### config.mk
export PLATFORM = sky130hd
export DESIGN_NAME = demux_lane_deserializer_flat
export DESIGN_NICKNAME = d
export VERILOG_FILES = /design/src/rtl/demux_pkg.sv /design/src/rtl/demux_lane_deserializer_if.sv /design/src/rtl/demux_rx_lane.sv /design/src/rtl/demux_lane_deserializer.sv /design/src/flat_wrapper.sv
export SDC_FILE = /design/constraint.sdc
export NUM_CORES = 1
export LEC_CHECK = 0
export ABC_AREA = 1
export CELL_PAD_IN_SITES_DETAIL_PLACEMENT = 1
export CELL_PAD_IN_SITES_GLOBAL_PLACEMENT = 2
export CORE_MARGIN = 2
export CORE_UTILIZATION = 30
export DETAILED_ROUTE_END_ITERATION = 8
export PLACE_DENSITY = 0.77
export SYNTH_ARGS = -nofsm -noshare
export SYNTH_HDL_FRONTEND = slang
export SYNTH_SLANG_ARGS = --single-unit
### constraint.sdc
create_clock -name clk -period 1.35 [get_ports clk]
set_clock_uncertainty 0.2 [all_clocks]
set_input_delay 0.27 -clock clk [delete_from_list [all_inputs] [get_ports clk]]
set_output_delay 0.27 -clock clk [all_outputs]
set_load 0.02 [all_outputs]
### src/rtl/demux_pkg.sv
// rtl/demux_pkg.sv - shared lane constants and select decode for the demux lane deserializer
package demux_pkg;
  localparam int NUM_LANES     = 4;
  localparam int LANE_IDX_W    = 2;
  localparam int DEFAULT_WIDTH = 8;

  typedef logic [LANE_IDX_W-1:0] lane_idx_t;

  // Same encoding as the upstream demux case statement: S0 is the index MSB.
  localparam lane_idx_t LANE0 = 2'b00;
  localparam lane_idx_t LANE1 = 2'b01;
  localparam lane_idx_t LANE2 = 2'b10;
  localparam lane_idx_t LANE3 = 2'b11;

  function automatic lane_idx_t lane_index(input logic s0, input logic s1);
    return {s0, s1};
  endfunction
endpackage

### src/rtl/demux_lane_deserializer_if.sv
// rtl/demux_lane_deserializer_if.sv - per-lane word output handshake bundle
interface demux_lane_deserializer_if #(
  parameter int WIDTH = demux_pkg::DEFAULT_WIDTH
);
  logic [demux_pkg::NUM_LANES*WIDTH-1:0] lane_data;
  logic [demux_pkg::NUM_LANES-1:0]       lane_valid;
  logic [demux_pkg::NUM_LANES-1:0]       lane_ready;

  modport master (
    output lane_data,
    output lane_valid,
    input  lane_ready
  );

  modport slave (
    input  lane_data,
    input  lane_valid,
    output lane_ready
  );
endinterface

### src/rtl/demux_rx_lane.sv
// rtl/demux_rx_lane.sv - one lane: shift register, bit counter, held output word and overflow flag
module demux_rx_lane #(
  parameter int WIDTH     = demux_pkg::DEFAULT_WIDTH,
  parameter bit MSB_FIRST = 1'b1
) (
  input  logic             clk,
  input  logic             rst_n,
  input  logic             sample_en,
  input  logic             sample_bit,
  input  logic             sync_clr,
  input  logic             ready,
  input  logic             ovf_clr,
  output logic [WIDTH-1:0] data,
  output logic             valid,
  output logic             ovf
);
  localparam int CNT_W = (WIDTH > 2) ? $clog2(WIDTH) : 1;
  localparam logic [CNT_W-1:0] LAST_BIT = CNT_W'(WIDTH - 1);

  logic [WIDTH-1:0] sreg;
  logic [WIDTH-1:0] sreg_next;
  logic [CNT_W-1:0] cnt;
  logic             accept;
  logic             complete;

  always_comb begin
    sreg_next = sreg;
    if (MSB_FIRST) sreg_next = {sreg[WIDTH-2:0], sample_bit};
    else           sreg_next = {sample_bit, sreg[WIDTH-1:1]};
  end

  // sync_clr outranks a bit arriving on the same edge: that bit is dropped.
  assign accept   = sample_en & ~sync_clr;
  assign complete = accept & (cnt == LAST_BIT);

  always_ff @(posedge clk or negedge rst_n) begin
    if (!rst_n) begin
      sreg <= '0;
      cnt  <= '0;
    end else if (sync_clr) begin
      sreg <= '0;
      cnt  <= '0;
    end else if (accept) begin
      sreg <= sreg_next;
      cnt  <= complete ? '0 : cnt + 1'b1;
    end
  end

  // A finished word may replace the held one only if the held one leaves on this edge.
  always_ff @(posedge clk or negedge rst_n) begin
    if (!rst_n) begin
      data  <= '0;
      valid <= 1'b0;
    end else if (complete && (!valid || ready)) begin
      data  <= sreg_next;
      valid <= 1'b1;
    end else if (valid && ready) begin
      valid <= 1'b0;
    end
  end

  always_ff @(posedge clk or negedge rst_n) begin
    if (!rst_n)                         ovf <= 1'b0;
    else if (complete && valid && !ready) ovf <= 1'b1;
    else if (ovf_clr)                   ovf <= 1'b0;
  end
endmodule

### src/rtl/demux_lane_deserializer.sv
// rtl/demux_lane_deserializer.sv - decodes demux select, steers each O-line to its lane, packs lane outputs
module demux_lane_deserializer
  import demux_pkg::*;
#(
  parameter int WIDTH     = DEFAULT_WIDTH,
  parameter bit MSB_FIRST = 1'b1
) (
  input  logic                  clk,
  input  logic                  rst_n,
  input  logic                  bit_valid,
  input  logic                  s0,
  input  logic                  s1,
  input  logic                  o0,
  input  logic                  o1,
  input  logic                  o2,
  input  logic                  o3,
  input  logic                  sync_clr,
  input  logic                  ovf_clr,
  output logic [NUM_LANES-1:0]  ovf,
  demux_lane_deserializer_if.master lanes
);
  localparam lane_idx_t LANE_CODES [NUM_LANES] = '{LANE0, LANE1, LANE2, LANE3};

  lane_idx_t             sel_idx;
  logic [NUM_LANES-1:0]  lane_bits;

  assign sel_idx   = lane_index(s0, s1);
  assign lane_bits = {o3, o2, o1, o0};

  for (genvar n = 0; n < NUM_LANES; n++) begin : g_lane
    demux_rx_lane #(
      .WIDTH     (WIDTH),
      .MSB_FIRST (MSB_FIRST)
    ) u_lane (
      .clk        (clk),
      .rst_n      (rst_n),
      .sample_en  (bit_valid && (sel_idx == LANE_CODES[n])),
      .sample_bit (lane_bits[n]),
      .sync_clr   (sync_clr),
      .ready      (lanes.lane_ready[n]),
      .ovf_clr    (ovf_clr),
      .data       (lanes.lane_data[n*WIDTH +: WIDTH]),
      .valid      (lanes.lane_valid[n]),
      .ovf        (ovf[n])
    );
  end
endmodule

### src/flat_wrapper.sv
// flat-port wrapper written by rule: the top's interface ports become plain ports
module demux_lane_deserializer_flat import demux_pkg::*;
#(
  parameter int WIDTH     = DEFAULT_WIDTH,
  parameter bit MSB_FIRST = 1'b1
)
  (clk, rst_n, bit_valid, s0, s1, o0, o1, o2, o3, sync_clr, ovf_clr, ovf, lanes_lane_data, lanes_lane_valid, lanes_lane_ready);
  demux_lane_deserializer_if #(.WIDTH(WIDTH)) lanes_i ();
  input  logic clk;
  input  logic rst_n;
  input  logic bit_valid;
  input  logic s0;
  input  logic s1;
  input  logic o0;
  input  logic o1;
  input  logic o2;
  input  logic o3;
  input  logic sync_clr;
  input  logic ovf_clr;
  output logic [NUM_LANES-1:0] ovf;
  output wire logic [$bits(lanes_i.lane_data)-1:0] lanes_lane_data;
  output wire logic [$bits(lanes_i.lane_valid)-1:0] lanes_lane_valid;
  input wire logic [$bits(lanes_i.lane_ready)-1:0] lanes_lane_ready;
  assign lanes_lane_data = lanes_i.lane_data;
  assign lanes_lane_valid = lanes_i.lane_valid;
  assign lanes_i.lane_ready = lanes_lane_ready;
  demux_lane_deserializer #(.WIDTH(WIDTH), .MSB_FIRST(MSB_FIRST)) u_core (.clk(clk), .rst_n(rst_n), .bit_valid(bit_valid), .s0(s0), .s1(s1), .o0(o0), .o1(o1), .o2(o2), .o3(o3), .sync_clr(sync_clr), .ovf_clr(ovf_clr), .ovf(ovf), .lanes(lanes_i));
endmodule
==> impl_metrics.py <==
metrics = {
    "finish": {
        "drive_above_1_share": 0.4389,
        "layout.nets": 518,
        "final_core_util": 0.4859,
        "area_growth_pct": 57.91,
        "seq_area_um2": 2002,
        "multi_input_area_um2": 1558,
        "fin_area_um2": 5572,
        "stdcell_count": 642,
        "n_antenna_cell": 0,
        "fillers": 1258,
    },
    "global_routing": {
        "grt_usage": 0.1602,
        "gr-total-overflow": 0,
        "grt_start_max_net_pins": 25,
        "grt_pass1_wl_um": 16040,
        "grt_pass1_vias": 3283,
        "antenna_found_initial": 0,
    },
    "logic_synthesis": {
        "synth.distinct_cells": 25,
        "synth_edf_count": 0,
        "ys.flop_type": "dfrtp_1",
        "syn_area_um2": 3528,
        "synthSimpleGateAreaFrac": 0.2323,
        "avgSynthCellArea_um2": 9.693,
        "synth.yosys.seq_area_share": 0.5674,
        "synth_nets": 387,
        "synthArstFlopShare": 1.000,
        "yosys_warnings": 0,
        "ys_ff_latch": 80,
        "synth_adder_area_share": 0.02837,
        "syn_inst": 364,
        "synth_top_family_by_area": "simple AND/OR/NAND/NOR gates",
        "synth_area_leader_cell": "dfrtp_1",
        "synthMuxAreaShare": 0,
        "synth.area.top_cells": "dfrtp_1, nand2_1, inv_1, nand3_1, o22ai_1",
        "synth_compound_area_frac": 0.08014,
        "synth_xor_area_frac": 0,
        "synth.top_cell.area_share": 0.5674,
    },
    "sta": {
        "holdWs_ns": 0.1653,
        "slew_headroom": 0.8037,
        "fin_ws_ns": -0.1162,
        "min_period_ns": 1.466,
        "setup_viol": 40,
        "post-route-period-util": 1.086,
        "timing_hold_violations_final": 0,
        "final_max_slew_viol_count": 0,
        "fmaxAchievable_mhz": 682.0,
        "worstMarginPinSlew_ns": 0.2935,
        "rsz0062_at_grt": "yes",
    },
    "placed_design": {
        "io_buffers": 54,
        "post-place-ws_ns": -0.6546,
        "placedInstanceArea_um2": 4556,
        "dp_cells": 590,
        "place_hpwl_um": 6417,
        "gp_congestion": 0.7328,
    },
    "route": {
        "vias": 3066,
        "drc": 0,
        "wl_per_cell_um": 15.25,
        "drt_iter0_markers": 89,
        "dr.pass1.iters": 4,
        "final_antenna_net_count": 0,
        "routed_wl_um": 9789,
        "viasPerCell": 4.776,
    },
    "floorplanning": {
        "core_area_um2": 11470,
        "die_w_um": 112.5,
        "start_util": 0.3077,
        "boundaryPins": 55,
        "die_area_um2": 12650,
        "die_h_um": 112.5,
        "rows": 39,
    },
    "run": {
        "maxCapViolCount": 0,
    },
    "clocking": {
        "ctsHtreeMaxLevel": 3,
        "root_buffer": "clkbuf_16",
        "clock-sinks": 80,
        "clockBufferDepth": 2,
        "cts.clk_slew.worst_paths_ns": 0.06,
        "clock_latency_ns": 0.34,
        "cts_tree": "yes",
        "tritoncts.num_buffers": 9,
    },
    "power": {
        "ir_drop_mv": 0.4443,
        "powerDensity_nw_per_um2": 949.8,
        "p_leak_nw": 2.634,
    },
    "critical_path": {
        "crit_type": "reg2reg",
        "regToRegSetupSlack_ns": -0.12,
        "critPathMaxStageDelay_ns": 0.38,
        "crit_path_top_delay_cell": "dfrtp_1",
        "start_kind": "flip-flop",
        "crit_path_start": "u_core.g_lane[0].u_lane.cnt[1]",
        "rr_endpoint": "u_core.g_lane[0].u_lane.data[0]",
        "rr_worst_depth": 7,
        "regToRegStartpoint": "u_core.g_lane[0].u_lane.cnt[1]",
        "critPathRequiredTime_ns": 1.37,
        "cp-end-kind": "flip-flop",
        "path_cells": "ha_2 > ha_4 > inv_4 > nor2_4 > buf_12 > nand3_2 > nand2_2",
        "crit_family": "adder cells",
        "crit_arrival_ns": 1.49,
        "worst-path-buf-inv": 2,
        "worstPathMaxFanout": 8,
    },
    "status": {
        "outcome": "complete, but fails checks",
        "violations": "setup timing",
    },
    "worst_hold_path": {
        "hold_path_class": "in2async",
    },
}
==> cell families after synthesis <==
group                      after synthesis
DFF                                     80
AOI/OAI and AO/OA                       47
and+or+nand+nor                        157
buffers and inverters                   72
adders and majority gates                8
==> cell type report <==
type | instances | share of cell area
timing repair buffer | 135 | 0.2360
multi-input combinational | 215 | 0.2796
inverter | 54 | 0.03863
tap | 143 | 0.03211
sequential | 80 | 0.3593
clock inverter | 4 | 0.01258
clock buffer | 11 | 0.04177
==> flip-flops by register name, summed over array words and instances, names as in the netlist <==
register / flops
u_core.g_lane.u_lane.data: 32
u_core.g_lane.u_lane.cnt: 12
u_core.g_lane.u_lane.ovf: 4
u_core.g_lane.u_lane.sreg: 28
u_core.g_lane.u_lane.valid: 4
==> cell usage after synthesis, types with 3 or more instances <==
cell type and instances:
buf_4 10, clkbuf_1 3, dfrtp_1 80, ha_1 8, inv_1 51, nand2_1 87
nand3_1 34, nand3_4 3, nand4_1 16, nand4_2 3, nor2_4 5, o21ai_0 15
o21bai_1 8, o22ai_1 22
==> through the flow <==
| step | TNS, ns | power [mW] |
|---|---|---|
| 6_report | -1.934 | 5.292 |
| 4_1_cts | -2.328 | 5.338 |
| 5_1_grt | -4.659 | 5.487 |
| 3_3_place_gp | -41.28 | 2.747 |
| 3_5_place_dp | -45.18 | 2.754 |
| 2_1_floorplan | -0.0009158 | 2.554 |
==> timing repair <==
action | CTS | global route
endpoints found under the hold margin | 80 | 0
hold buffers | 1 | 0
gates resized for setup | 276 | 64
pin swaps | 16 | 35
endpoints found under the setup margin | 119 | 114
setup buffers | 16 | 17
cloned | 2 | 1
==> power breakdown <==
group | total (mW) | internal [mW] | switching, mW
logic | 0.336 | 0.137 | 0.200
clock network | 2.53 | 1.60 | 0.932
registers | 2.42 | 2.41 | 0.00860
total | 5.29 | 4.15 | 1.14
==> per-layer routing <==
layer	vias up	GRT usage	part of all wire
li1	1476	-	-
met1	1537	0.1999	0.43
met2	40	0.2683	0.52
met3	13	0.03456	0.030
met4	0	0.06992	0.018
met5	-	0	0
==> worst max path at each step <==
| stage | end | slack [ns] | cells past startpoint |
|---|---|---|---|
| 3_3_place_gp | u_core.g_lane[1].u_lane.data[5] | -0.62 | 7 |
| 5_1_grt | u_core.g_lane[0].u_lane.data[0] | -0.17 | 5 |
| 2_1_floorplan | u_core.g_lane[1].u_lane.cnt[0] | -0.0009 | 6 |
| 6_report | u_core.g_lane[0].u_lane.data[0] | -0.12 | 7 |
| 4_1_cts | u_core.g_lane[0].u_lane.data[3] | -0.09 | 6 |
| 3_5_place_dp | u_core.g_lane[2].u_lane.data[4] | -0.65 | 6 |
==> cells in the final DEF, fill, tap and decap left out <==
cell             synthesis  final
dfrtp_1                 80     80
nand2_1                 87     64
buf_4                   10     64
buf_6                    2     50
inv_1                   51     45
nand2_2                  0     21
o22ai_1                 22     21
nand3_2                  2     19
nand4_1                 16     16
nand3_1                 34     15
o21ai_0                 15      9
clkbuf_16                0      9
clkdlybuf4s50_1          0      9
o21bai_1                 8      8
nor2_4                   5      7
buf_12                   0      7
nand4_4                  1      6
nand3_4                  3      5
o21ai_2                  0      4
inv_2                    2      4
o21ai_1                  2      4
ha_2                     0      4
ha_4                     0      4
inv_4                    0      3
dlygate4sd2_1            0      3
nor2_2                   2      2
nand3b_1                 2      2
nand2_4                  0      2
clkbuf_1                 3      2
clkinv_2                 0      2
bufinv_16                0      2
inv_6                    0      1
clkinv_1                 1      1
o22ai_2                  0      1
nand4_2                  3      1
dlygate4sd3_1            0      1
clkbuf_2                 0      1
Power figures use the tool's default switching activity.
==> patch 1, RTL diff (config.mk and constraints unchanged) <==
`MSB_FIRST` is set to 1'b1 in 3 places; all go to 1'b0.
--- a/src/rtl/demux_rx_lane.sv
+++ b/src/rtl/demux_rx_lane.sv
@@ -2,5 +2,5 @@
 module demux_rx_lane #(
   parameter int WIDTH     = demux_pkg::DEFAULT_WIDTH,
-  parameter bit MSB_FIRST = 1'b1
+  parameter bit MSB_FIRST = 1'b0
 ) (
   input  logic             clk,
--- a/src/rtl/demux_lane_deserializer.sv
+++ b/src/rtl/demux_lane_deserializer.sv
@@ -4,5 +4,5 @@
 #(
   parameter int WIDTH     = DEFAULT_WIDTH,
-  parameter bit MSB_FIRST = 1'b1
+  parameter bit MSB_FIRST = 1'b0
 ) (
   input  logic                  clk,
--- a/src/flat_wrapper.sv
+++ b/src/flat_wrapper.sv
@@ -3,5 +3,5 @@
 #(
   parameter int WIDTH     = DEFAULT_WIDTH,
-  parameter bit MSB_FIRST = 1'b1
+  parameter bit MSB_FIRST = 1'b0
 )
   (clk, rst_n, bit_valid, s0, s1, o0, o1, o2, o3, sync_clr, ovf_clr, ovf, lanes_lane_data, lanes_lane_valid, lanes_lane_ready);
Check against the original RTL: not equivalent (Yosys sat finds a counterexample within 10 cycles, from zero or initial values and one cycle with rst_n low).
==> patch 1 against the unedited design <==
The flow still finishes with violations (negative setup slack); count of clock-buffer cells in the layout is 1 higher; design area shrank 3.4%; power is 3.8% lower; setup slack improved by 0.015 ns; area after synthesis decreased by 0.25%; global-route usage shrank 1.1 points; sequential cell count unchanged; worst hold slack better by 0.074 ns; die area shrank 0.24%; wire length down 6.6%; first-iteration DRC count fell by 35%; utilization is 1.4 points lower; final cell count down 0.62%; highest routed layer unchanged.
==> patch 1: results (changes against the unedited design) <==
| Metric | Value |
|---|---|
| Sw frac | 0.221 (was 0.215) |
| Mean post-synth cell area | 9.70 sq um (was 9.69 sq um) |
| Failing checks | negative setup slack (unchanged) |
| Post-DP HPWL | 5790 um (was 6420 um) |
| HP Class | in2reg (was in2async) |
| First-pass GRT wire length | 15200 um (was 16000 um) |
| Synth top cells by count | nand2_1, dfrtp_1, inv_1, nand3_1, o22ai_1 (unchanged) |
| Largest net degree at the start of global routing | 81 (was 25) |
| Status | finished, violations left (unchanged) |
| Layout Nets | 513 (was 518) |
| Met3 routed WL | 221 um (was 294 um) |
| Critical path's largest stage delay | 0.35 ns (was 0.38 ns) |
| Combinational share of power | 0.060 (was 0.064) |
| Met2 usage | 0.261 (was 0.268) |
| Vias in the first global route | 3108 (was 3283) |
| GRT Resource Usage Total | 0.149 (was 0.160) |
| Drt via density | 4.65 (was 4.78) |
| Setup-failing EPs final | 28 (was 40) |
| DP Worst Slack | -0.597 ns (was -0.655 ns) |
| Placer Congestion | 0.762 (was 0.733) |
| Data arrival, critical path | 1.53 ns (was 1.49 ns) |
| Met2 wire len | 4760 um (was 5070 um) |
| Via count | 2966 (was 3066) |
| Met3 Use GR | 0.0200 (was 0.0346) |
| Relative slew margins | 0.710 (was 0.804) |
| Worst VDD drop | 435 uV (was 444 uV) |
| Setup ws final | -0.101 ns (was -0.116 ns) |
| TNS Setup | -1.46 ns (was -1.93 ns) |
| Combinational power | 0.307 mW (was 0.336 mW) |
| Number of DRC markers in iteration 0 | 58 (was 89) |
| Unique masters post-synth | 23 (was 25) |
-- patch 1: changes by cell type after synthesis, moves of 2 or more --
cell / delta
nand2_1: +4
o22ai_1: -2
nand3b_1: -2
inv_1: -2
-- patch 1: worst paths after layout --
check / from / to / cells after the start
max: u_core.g_lane[0].u_lane.cnt[0] / u_core.g_lane[0].u_lane.data[2] / 7
min: s1 / u_core.g_lane[3].u_lane.cnt[1] / 5
max reg2reg: u_core.g_lane[0].u_lane.cnt[0] / u_core.g_lane[0].u_lane.data[2] / 7
min reg2reg: u_core.g_lane[1].u_lane.data[3] / u_core.g_lane[1].u_lane.data[3] / 2
max in group asynchronous: rst_n / u_core.g_lane[3].u_lane.sreg[1] / 3
min in group asynchronous: rst_n / u_core.g_lane[0].u_lane.data[6] / 3
-- patch 1: repair_timing --
action,4_1_cts,5_1_grt
buffers inserted,16,17
hold buffers,1,0
resized for setup,246,66
hold endpoints to repair,80,0
setup endpoints to repair,115,87
gates cloned,1,0
pin swaps,32,18
-- patch 1: area by class of cell --
cell class | instances | area (sq um) | area share
Tap cell | 143 | 179 | 0.0332
Timing Repair Buffer | 133 | 1280 | 0.238
Clock buffer | 12 | 236 | 0.0439
Sequential cell | 80 | 2000 | 0.372
Inverter | 51 | 199 | 0.0370
Multi-Input combinational cell | 215 | 1440 | 0.268
Clock inverter | 4 | 45.0 | 0.00837
-- patch 1: logic make-up (layout without fill, tap and decap cells) --
kind of cell | Yosys count | count (layout) | synth area share
flops | 80 | 80 | 0.569
simple gates | 159 | 160 | 0.232
buf+inv | 69 | 200 | 0.0906
fa+ha+maj | 8 | 8 | 0.0284
compound gates | 47 | 47 | 0.0796
==> patch 2, RTL diff (same flow settings) <==
Made on the original files. Register the output `ovf`; this adds one clock of latency there. The other outputs are not delayed to match.
--- a/src/rtl/demux_lane_deserializer.sv
+++ b/src/rtl/demux_lane_deserializer.sv
@@ -22,4 +22,6 @@
   localparam lane_idx_t LANE_CODES [NUM_LANES] = '{LANE0, LANE1, LANE2, LANE3};
 
+  logic [NUM_LANES-1:0] ovf_d;
+
   lane_idx_t             sel_idx;
   logic [NUM_LANES-1:0]  lane_bits;
@@ -42,7 +44,11 @@
       .data       (lanes.lane_data[n*WIDTH +: WIDTH]),
       .valid      (lanes.lane_valid[n]),
-      .ovf        (ovf[n])
+      .ovf        (ovf_d[n])
     );
   end
+  always_ff @(posedge clk) begin
+      ovf <= ovf_d;
+  end
+
 endmodule
 
Behaviour: same outputs for any inputs over 10 cycles, from zero or initial values and one cycle with rst_n low; that may be too few to reach the edited logic, so the function may still have changed.
==> patch 2 against the unedited design <==
The run still ends with negative setup slack left; via count is 2.7% lower; setup slack worse by 0.025 ns; global-route usage fell by 0.39 points; design area is 3.5% lower; count of clock-buffer cells in the layout up 1; clock power fell by 2%; wire length down 1.3%; die area is 0.38% lower; area after synthesis decreased by 0.39%; worst hold slack got worse by 0.0041 ns; sequential cell count increased by 4; power rose by 1.8%; critical endpoint is now u_core.g_lane[0].u_lane.ovf.
==> patch 2: results (changes against the unedited design) <==
| Metric | Value |
|---|---|
| Fillers | 1260 (was 1258) |
| Via count | 2984 (was 3066) |
| Wire per inst | 15.1 um (was 15.2 um) |
| Delay-heaviest family, CP | flip-flops (was adder cells) |
| Vias in the first global route | 3201 (was 3283) |
| Sequential area share after synthesis | 0.592 (was 0.567) |
| Layout Nets | 513 (was 518) |
| R2r endpoint | u_core.g_lane[0].u_lane.ovf (was u_core.g_lane[0].u_lane.data[0]) |
| WHS | 0.161 ns (was 0.165 ns) |
| DR pass1 iterations | 5 (was 4) |
| Placer Congestion | 0.779 (was 0.733) |
| Unique masters post-synth | 24 (was 25) |
| Initial antenna violation count | 1 (was 0) |
| Setup ws final | -0.141 ns (was -0.116 ns) |
| Pwr dens | 1000 nW/um^2 (was 950 nW/um^2) |
| Worst r2r path cells | 6 (was 7) |
| Net Count, Synth | 386 (was 387) |
| GRT Resource Usage Total | 0.156 (was 0.160) |
| Worst VDD drop | 561 uV (was 444 uV) |
| Number of DRC markers in iteration 0 | 124 (was 89) |
| Largest net degree at the start of global routing | 35 (was 25) |
| Placed inst area | 4470 sq um (was 4560 sq um) |
| Adder-cell area share of the yosys netlist | 0.0285 (was 0.0284) |
| Critical path's largest stage delay | 0.40 ns (was 0.38 ns) |
| First-pass GRT wire length | 15800 um (was 16000 um) |
| Leak | 2.62 nW (was 2.63 nW) |
| Setup-failing EPs final | 28 (was 40) |
| Compound-gate portion of the synthesized area | 0.0805 (was 0.0801) |
| Synth top cells by count | nand2_1, dfrtp_1, inv_1, nand3_1, nand4_1 (was nand2_1, dfrtp_1, inv_1, nand3_1, o22ai_1) |
| Status | finished, violations left (unchanged) |
| Failing checks | negative setup slack (unchanged) |
| Async set or reset register ratio after synthesis | 0.952 (was 1.00) |
| Data arrival, critical path | 1.51 ns (was 1.49 ns) |
| Share of cells above drive strength 1 | 0.374 (was 0.439) |
| Worst-margin pin slew | 0.356 ns (was 0.294 ns) |
| TNS Setup | -1.67 ns (was -1.93 ns) |
| Post-synth top area share | 0.570 (was 0.567) |
| Synth area leaders | dfrtp_1, nand2_1, inv_1, nand4_1, o22ai_1 (was dfrtp_1, nand2_1, inv_1, nand3_1, o22ai_1) |
==> patch 2: kinds of logic after synthesis <==
kind of cell	Yosys count
fa+ha+maj	8
compound gates	47
buf+inv	69
flops	84
simple gates	155
==> patch 2: repair_timing <==
action                     4_1_cts  5_1_grt
setup endpoints to repair      119       94
buffers inserted                 9       24
gates cloned                     5        0
hold buffers                     1        0
hold endpoints to repair        80        0
pin swaps                       15       25
resized for setup              235       71
==> patch 2: power breakdown <==
part           total, mW  internal, mW  switching, mW  leakage [nW]
registers           2.56          2.54         0.0181          1.11
logic              0.355         0.157          0.198          1.36
clock network       2.47          1.48          0.989         0.147
total               5.39          4.18           1.21          2.62
==> patch 2: how the worst max path moves through the flow <==
stage	startpoint	to	slack [ns]	cells after the start
global route	u_core.g_lane[0].u_lane.cnt[1]	u_core.g_lane[0].u_lane.data[3]	-0.23	6
finish	u_core.g_lane[0].u_lane.cnt[1]	u_core.g_lane[0].u_lane.ovf	-0.14	6
detailed placement	s1	u_core.g_lane[0].u_lane.sreg[2]	-0.58	6
CTS	u_core.g_lane[0].u_lane.cnt[1]	u_core.g_lane[0].u_lane.data[6]	-0.13	6
floorplan	u_core.g_lane[3].u_lane.cnt[0]	u_core.g_lane[3].u_lane.cnt[0]	-0.002	6
global placement	s1	u_core.g_lane[0].u_lane.cnt[0]	-0.54	6
==> patch 2: layout make-up <==
class	count	area share
tap	143	0.0333
timing repair buffer	129	0.221
antenna	1	0.000465
clock buffer	12	0.0458
inverter	53	0.0384
multi-input combinational	213	0.265
clock inverter	4	0.00907
sequential	84	0.387
==> patch 2: per-layer routing <==
layer	up-vias	share of wire	global-route usage	wire [um]
li1	1468	-	-	-
met1	1463	0.45	0.198	4300
met2	43	0.51	0.266	4930
met3	10	0.031	0.0389	295
met4	0	0.014	0.0463	134
met5	-	0	0	0
==> patch 2: stage by stage <==
step,worst slack (ns),std cells
5_1_grt,-0.227,638
4_1_cts,-0.125,614
3_5_place_dp,-0.579,583
6_report,-0.141,639
3_3_place_gp,-0.545,583
2_1_floorplan,-0.00244,363
